<file path="src/rtl/dll_pkg.sv">
// Shared DLL transmit-side definitions: ACK/NAK encodings and modulo
// sequence arithmetic used by the ACK/NAK controller.
package dll_pkg;

   localparam int SEQ_W = 12;

   localparam logic [1:0] DLLP_NONE = 2'b00;
   localparam logic [1:0] DLLP_ACK  = 2'b01;
   localparam logic [1:0] DLLP_NAK  = 2'b10;

   // (a - b) mod 2^w, for any sequence width up to 31 bits
   function automatic logic [31:0] seq_diff(
      input logic [31:0] a,
      input logic [31:0] b,
      input int          w
   );
      return (a - b) & ((32'd1 << w) - 32'd1);
   endfunction

endpackage

</file>
<file path="src/rtl/replay_timer.sv">
// Replay timer: counts while running, expires at TIMEOUT-1 and wraps to 0.
// expire is combinational so the controller can arbitrate it first.
module replay_timer #(
   parameter int TIMEOUT = 711,
   parameter int CW      = $clog2(TIMEOUT)
) (
   input  logic          clk,
   input  logic          reset,
   input  logic          start,
   input  logic          hold,
   input  logic          clear,
   output logic [CW-1:0] cnt,
   output logic          expire
);

   localparam logic [CW-1:0] LAST = CW'(TIMEOUT - 1);

   logic          run_q, run_d;
   logic [CW-1:0] cnt_q, cnt_d;

   assign expire = run_q && !hold && (cnt_q == LAST);
   assign cnt    = cnt_q;

   always_comb begin
      run_d = run_q;
      cnt_d = cnt_q;
      if (clear) begin
         run_d = 1'b0;
         cnt_d = '0;
      end else if (start) begin
         run_d = 1'b1;
         cnt_d = '0;
      end else if (hold) begin
         cnt_d = '0;
      end else if (run_q) begin
         cnt_d = expire ? '0 : cnt_q + CW'(1);
      end
   end

   always_ff @(posedge clk) begin
      if (!reset) begin
         run_q <= 1'b0;
         cnt_q <= '0;
      end else begin
         run_q <= run_d;
         cnt_q <= cnt_d;
      end
   end

endmodule

</file>
<file path="src/rtl/dll_ack_nak_ctrl.sv">
// Transmit-side ACK/NAK controller: sequence tracking, DLLP validation,
// replay timer and REPLAY_NUM handling in front of the replay buffer.
module dll_ack_nak_ctrl #(
   parameter int SEQ_W          = 12,
   parameter int REPLAY_TIMEOUT = 711
) (
   input  logic             clk,
   input  logic             reset,
   input  logic             tlp_sent,
   input  logic             dllp_valid,
   input  logic [1:0]       dllp_type,
   input  logic [SEQ_W-1:0] dllp_seq,
   input  logic             replay_done,
   output logic [1:0]       ack_nak,
   output logic [SEQ_W-1:0] seq,
   output logic             tim_out,
   output logic [SEQ_W-1:0] next_tx_seq,
   output logic [SEQ_W-1:0] acked_seq,
   output logic [1:0]       replay_num,
   output logic             replaying,
   output logic             tx_stall,
   output logic             retrain_req,
   output logic             dllp_err
);

   import dll_pkg::*;

   localparam int              CW  = $clog2(REPLAY_TIMEOUT);
   localparam logic [SEQ_W-1:0] ONE = SEQ_W'(1);

   logic [SEQ_W-1:0] next_q, next_d;
   logic [SEQ_W-1:0] acked_q, acked_d;
   logic [SEQ_W-1:0] seq_q, seq_d;
   logic [1:0]       ack_nak_q, ack_nak_d;
   logic [1:0]       rnum_q, rnum_d;
   logic             tim_out_q, tim_out_d;
   logic             replaying_q, replaying_d;
   logic             stall_q, stall_d;
   logic             retrain_q, retrain_d;
   logic             err_q, err_d;

   logic             tlp_ok, is_ack, is_nak, in_err, progress;
   logic             nak_ok, exp_ok, trig, done_ok;
   logic             outst_q, outst_d;
   logic [SEQ_W-1:0] win, span;
   logic [1:0]       rbase;

   logic             tmr_start, tmr_clear, tmr_exp;
   logic [CW-1:0]    tmr_cnt;

   replay_timer #(
      .TIMEOUT (REPLAY_TIMEOUT),
      .CW      (CW)
   ) u_timer (
      .clk    (clk),
      .reset  (reset),
      .start  (tmr_start),
      .hold   (replaying_q),
      .clear  (tmr_clear),
      .cnt    (tmr_cnt),
      .expire (tmr_exp)
   );

   always_comb begin
      tlp_ok   = tlp_sent && !stall_q;
      is_ack   = dllp_valid && (dllp_type == DLLP_ACK);
      is_nak   = dllp_valid && (dllp_type == DLLP_NAK);
      win      = SEQ_W'(seq_diff(32'(next_q - ONE), 32'(dllp_seq), SEQ_W));
      in_err   = (is_ack || is_nak) && win[SEQ_W-1];
      progress = (is_ack || is_nak) && !in_err && (dllp_seq != acked_q);
      nak_ok   = is_nak && !in_err;
      // a progressing DLLP restarts the timer, so its expiry is moot
      exp_ok   = tmr_exp && !progress;
      trig     = nak_ok || exp_ok;
      done_ok  = replay_done && replaying_q;

      next_d   = tlp_ok ? next_q + ONE : next_q;
      acked_d  = progress ? dllp_seq : acked_q;
      outst_q  = acked_q != next_q - ONE;
      outst_d  = acked_d != next_d - ONE;

      rbase     = progress ? 2'd0 : rnum_q;
      rnum_d    = trig ? rbase + 2'd1 : rbase;
      retrain_d = trig && (rbase == 2'd3);

      replaying_d = trig ? 1'b1 : (done_ok ? 1'b0 : replaying_q);
      tim_out_d   = exp_ok;
      err_d       = in_err;

      ack_nak_d = DLLP_NONE;
      seq_d     = seq_q;
      if (nak_ok) begin
         ack_nak_d = DLLP_NAK;
         seq_d     = acked_d;
      end else if (is_ack && progress) begin
         ack_nak_d = DLLP_ACK;
         seq_d     = dllp_seq;
      end

      span    = SEQ_W'(seq_diff(32'(next_d), 32'(acked_d), SEQ_W));
      stall_d = span[SEQ_W-1] || replaying_d;

      tmr_clear = trig
               || (progress && !outst_d)
               || (done_ok && !outst_d);
      tmr_start = !tmr_clear
               && ((progress && outst_d)
                || (tlp_ok && !outst_q && !replaying_q)
                || done_ok);
   end

   always_ff @(posedge clk) begin
      if (!reset) begin
         next_q      <= '0;
         acked_q     <= '1;
         seq_q       <= '0;
         ack_nak_q   <= DLLP_NONE;
         rnum_q      <= 2'd0;
         tim_out_q   <= 1'b0;
         replaying_q <= 1'b0;
         stall_q     <= 1'b0;
         retrain_q   <= 1'b0;
         err_q       <= 1'b0;
      end else begin
         next_q      <= next_d;
         acked_q     <= acked_d;
         seq_q       <= seq_d;
         ack_nak_q   <= ack_nak_d;
         rnum_q      <= rnum_d;
         tim_out_q   <= tim_out_d;
         replaying_q <= replaying_d;
         stall_q     <= stall_d;
         retrain_q   <= retrain_d;
         err_q       <= err_d;
      end
   end

   assign ack_nak     = ack_nak_q;
   assign seq         = seq_q;
   assign tim_out     = tim_out_q;
   assign next_tx_seq = next_q;
   assign acked_seq   = acked_q;
   assign replay_num  = rnum_q;
   assign replaying   = replaying_q;
   assign tx_stall    = stall_q;
   assign retrain_req = retrain_q;
   assign dllp_err    = err_q;

   a_no_tlp_in_stall: assert property (
      @(posedge clk) disable iff (!reset) !(tlp_sent && stall_q));

   a_tmr_range: assert property (
      @(posedge clk) disable iff (!reset) int'(tmr_cnt) < REPLAY_TIMEOUT);

endmodule

</file>
<file path="config.mk">
export PLATFORM = sky130hd
export DESIGN_NAME = dll_ack_nak_ctrl
export DESIGN_NICKNAME = d
export VERILOG_FILES = /design/src/rtl/dll_pkg.sv /design/src/rtl/replay_timer.sv /design/src/rtl/dll_ack_nak_ctrl.sv
export SDC_FILE = /design/constraint.sdc
export NUM_CORES = 1
export LEC_CHECK = 0
export ABC_AREA = 1
export BUFFER_PORTS_ARGS = -buffer_cell sky130_fd_sc_hd__buf_2
export CORE_MARGIN = 2
export CORE_UTILIZATION = 55
export CTS_CLUSTER_SIZE = 8
export DETAILED_ROUTE_END_ITERATION = 6
export PLACE_DENSITY = 0.82
export SLEW_MARGIN = 40
export SYNTH_ARGS = -nofsm -noshare
export SYNTH_HDL_FRONTEND = slang
export SYNTH_SLANG_ARGS = --single-unit
</file>
<file path="constraint.sdc">
create_clock -name clk -period 4.4 [get_ports clk]
set_clock_uncertainty 0.05 [all_clocks]
set_input_delay 1.1 -clock clk [delete_from_list [all_inputs] [get_ports clk]]
set_output_delay 1.1 -clock clk [all_outputs]
set_load 0.01 [all_outputs]
</file>
# Yosys cells after proc, flatten, opt, wreduce, memory -nomap -nowiden
# Cells that the tools add are included.
# classes
mux,11
n_addsub,8
reduce_logical,37
n_eq_ne,7
n_bitwise,1
# ops
op,count
12-bit 2-to-1 mux,4
12-bit inequality test,3
12-bit by 1-bit subtractor with 12-bit output (second input constant),3
12-bit subtractor,2
1-bit logical AND,19
12-bit by 1-bit adder with 12-bit output (second input constant),1
10-bit by 1-bit adder with 10-bit output (second input constant),1
10-bit == test (second input constant),1
10-bit 2-to-1 mux,1
1-bit logical NOT,7
1-bit logical OR,7
2-bit 2-to-1 mux,3
2-bit == test (second input constant),2
2-bit OR reduction,2
4-bit OR reduction,1
1-bit 2-to-1 mux,3
2-bit by 1-bit adder with 2-bit output (second input constant),1
2-bit by 1-bit == test with 1-bit output (second input constant),1
2-bit nonzero test,1
1-bit inverter,1
# word_totals
out_inout_bits,45
ff_bits,56
inputBits,19
word_cells,77

# Logic depth before layout (Yosys ltp)
# logic_depth
depth_word,16
ltp_mapped,27
mapped_depth_nobuf,26

# By module
# Synthesis repeated with hierarchy kept, for this count alone.
# hier_totals
hier_cells,688
hier_area_um2,4267.8
# by_module_without_submodules
module,seq_area_each_um2,area_per_inst_um2,cells_per_inst,instances
dll_ack_nak_ctrl,900.9,3666.0,600,1
replay_timer,220.2,601.8,88,1

# Worst setup path before layout
# Ideal clock, no wire load.
# synth_timing
kind,input to register
from,in dllp_seq[10]
to,"reg stall_q, in the netlist tx_stall"
cell_stages,22
n_path_buf,1
setup_ps,113
required_ps,4237
setup_slack_ps,658
arrival_ps,3579
cell_sequence,inv_1 -> ha_1 -> a21o_1 -> nor2_1 -> nand4_1 -> nand2_4 -> nand2_4 -> buf_4 -> nand2_1 -> nand2_1 -> ha_1 -> a21oi_1 -> o21ai_0 -> a21o_1 -> o21ai_0 -> o211ai_1 -> nand2_1 -> nand2_1 -> nand2_1 -> nand3_1 -> nand3_1 -> nand2_1
# synth_via
elab_chain_len,10
elab_cells_between_ends,14
cone_classes,2 x add/sub; 1 x eq/ne; 2 x mux; 9 x reduce/logical
# synth_lines
element,line,text
start: declaration,dll_ack_nak_ctrl.sv:12,"input logic [SEQ_W-1:0] dllp_seq,"
"parallel branches: the longest is 9 deep, another holds 12-bit subtractor",-,
1-bit logical OR *,dll_ack_nak_ctrl.sv:101,stall_d = span[SEQ_W-1] || replaying_d;
end signal: assignment,dll_ack_nak_ctrl.sv:132,stall_q <= stall_d;
end: declaration,dll_ack_nak_ctrl.sv:38,"logic stall_q, stall_d;"
# Mark *: on every way between the ends.
# A chain may end at the register's enable or synchronous reset.

# Worst setup path after layout
# Same ends and word-level chain as after synthesis.

==> qor.yml <==
stdcell_count: 828
fin_util_pct: 62.4
worstSetupEndpointType: "flip-flop"
whs_ns: 0.412
num_vias: 4286
grt.overflow.total: 0
grt_max_degree: 19
grt_pass1_vias: 3877
placed_cells: 820
worstMarginPinSlew_ns: 0.556
die-area_um2: 8440
critical_path.startpoint: "dllp_seq[10]"
powerDensity_nw_per_um2: 239
drc: 0
worstPathMaxFanout: 18
critPathArrivalTime_ns: 4.14
clk-insertion-delay-late_ns: 0.31
clock-sinks: 56
routedWlPerCell_um: 12.9
routed_wl_mm: 10.7
cts_buffers: 5
seq_area_frac_synth_pct: 26.4
max_cap_violations: 0
port_buffers: 63
r2r_slack_ns: 0.92
gr-usage-met2_pct: 40.4
drv_slew: 0
areaGrowthSynthToFinish_pct: 11.8
worstReg2RegEnd: "tx_stall$_SDFF_PN0_"
hold-path-endpoint: "seq[1]$_SDFFE_PN0P_"
cts_max_level: 2
synth_top_area_share_pct: 26.4
cts_root_buf: "clkbuf_8"
place.gp.congestion: 0.898
rr_worst_depth: 24
mostFrequentLayoutCells: "nand2_1 (217), inv_1 (90), buf_2 (63)"
antenna_found_initial: 0
io_pins: 64
start_kind: "input port"
fin_area_um2: 4740
syn_area_per_cell_um2: 6.38
ys.flop_type: "dfxtp_1"
first_pass_iters: 5
core_um2: 7610
r2r_start: "next_tx_seq[4]$_SDFF_PN0_"
timing.fmax_mhz: 254
synth_nets: 708
fp.dieW_um: 91.8
grt_util_all_layers_pct: 25.7
use_met3_pct: 3.12
cts_resized: 0
yosys.area.top_type: "dfxtp_1"
ys_ff_latch: 56
post-route-period-util_pct: 89.5
fin_tns_setup_ns: 0
synth_area_um2: 4240
leakage_nw: 2.55
synth_edf_count: 0
synthArstFlopShare_pct: 0
yosysUniqueCellTypes: 36
synth_warnings: 0
status: "complete, no violations"
cts.clk_slew.worst_paths_ns: 0.10
die_h_um: 91.8
start_util_pct: 55.8
antenna_left: 0
grt_pass1_wl_mm: 17.8
final_common_cell: "nand2_1"
cts_hold_buf: 0
dp_hpwl_mm: 8.52
crit_type: "in2reg"
min_path_cells: 2
post_cts_buffers: 0
rsz0062_at_grt: "no"
rows: 32
cts_buffer_depth: 2
dpl-instance-area_um2: 4650
synthTopCellsByArea: "dfxtp_1 (26%), nand2_1 (19%), inv_1 (8.0%)"
layout_min_cycle_time_ns: 3.94
drt_iter0_drc: 221
use_met1_pct: 37.0
peakVddDrop_mv: 0.120
via_per_inst: 5.18
min_from: "seq[1]$_SDFFE_PN0P_"
hold_class: "reg2reg"
hold_viol_final: 0
setup_viol: 0
syn_inst: 665
grt_busiest_layer: "met2"
required_ns: 4.61
maxSlewHeadroom_pct: 62.9
drive_gt1_share_pct: 17.8
antenna_cells: 0
cts_tree: "built"
fin_nets: 768
[critical path, cell delays in order]
cell	delay (ns)
buf_2	0.11
inv_1	0.07
ha_1	0.30
nand2_1	0.07
nor2_1	0.14
and2_1	0.14
nand2_1	0.06
nand3_1	0.07
nand2_1	0.08
nand2_4	0.19
nand2_4	0.14
nand2_1	0.10
nand2_1	0.08
ha_1	0.30
a21oi_1	0.15
o21ai_0	0.11
a21o_1	0.18
o21ai_0	0.16
o211ai_1	0.11
nand2_1	0.07
nand2_1	0.04
nand2_1	0.07
nand2_1	0.06
nand2_1	0.07
nand3_1	0.07
nand2_1	0.07
[metal layers]
metal	share of wire [%]	wire length, µm
met4	1.7	186
met2	44	4680
met5	0	0
met3	5.5	589
met1	49	5250
[sequential cells by signal, indices dropped and copies added, names as in the netlist]
signal,flops
next_tx_seq,12
replaying,1
acked_seq,12
tim_out,1
retrain_req,1
replay_num,2
seq,12
dllp_err,1
u_timer.run_q,1
u_timer.cnt,10
ack_nak,2
tx_stall,1
[stage by stage]
stage               setup slack, ns  total power, mW
floorplan                     0.658            0.762
global placement              0.321            0.832
detailed placement            0.211            0.839
CTS                           0.523             1.13
global route                  0.149             1.19
finish                        0.464             1.13
[how the worst max path moves through the flow]
stage / end / slack, ns / cells after the start
2_1_floorplan: tx_stall$_SDFF_PN0_ / 0.66 / 22
3_3_place_gp: tx_stall$_SDFF_PN0_ / 0.32 / 20
3_5_place_dp: tx_stall$_SDFF_PN0_ / 0.21 / 25
4_1_cts: tx_stall$_SDFF_PN0_ / 0.52 / 26
5_1_grt: tx_stall$_SDFF_PN0_ / 0.15 / 25
6_report: tx_stall$_SDFF_PN0_ / 0.46 / 26
[cell type report]
| class | count | area (µm²) |
|---|---|---|
| Sequential cell | 56 | 1120 |
| Clock buffer | 7 | 86.3 |
| Multi-Input combinational cell | 495 | 2680 |
| Fill cell | 709 | 2860 |
| Inverter | 101 | 379 |
| Tap cell | 102 | 128 |
| Timing Repair Buffer | 66 | 338 |
| Clock inverter | 1 | 7.51 |
[Yosys cell counts (all sizes together) (6+ instances only)]
library cell	number
a21oi	22
buf	7
clkbuf	6
dfxtp	56
ha	24
inv	101
nand2	232
nand3	64
nand4	7
nor2	61
nor3	19
o21ai	14
xnor2	10
xor2	23
[cell families after synthesis]
| group | after synthesis | share of synthesized area (%) |
|---|---|---|
| AO/OA/AOI/OAI | 43 | 5.60 |
| buffers and inverters | 114 | 10.3 |
| adder cells (fa/ha/maj) | 24 | 7.08 |
| XOR/XNOR | 33 | 6.81 |
| AND/OR/NAND/NOR | 395 | 43.8 |
| flip-flops | 56 | 26.4 |
[power by group]
part	total (mW)	internal, mW	switching, mW
registers	0.539	0.520	0.0191
clock network	0.301	0.129	0.172
logic	0.293	0.107	0.186
total	1.13	0.756	0.377
No activity file was read; power rests on OpenSTA's default activity.
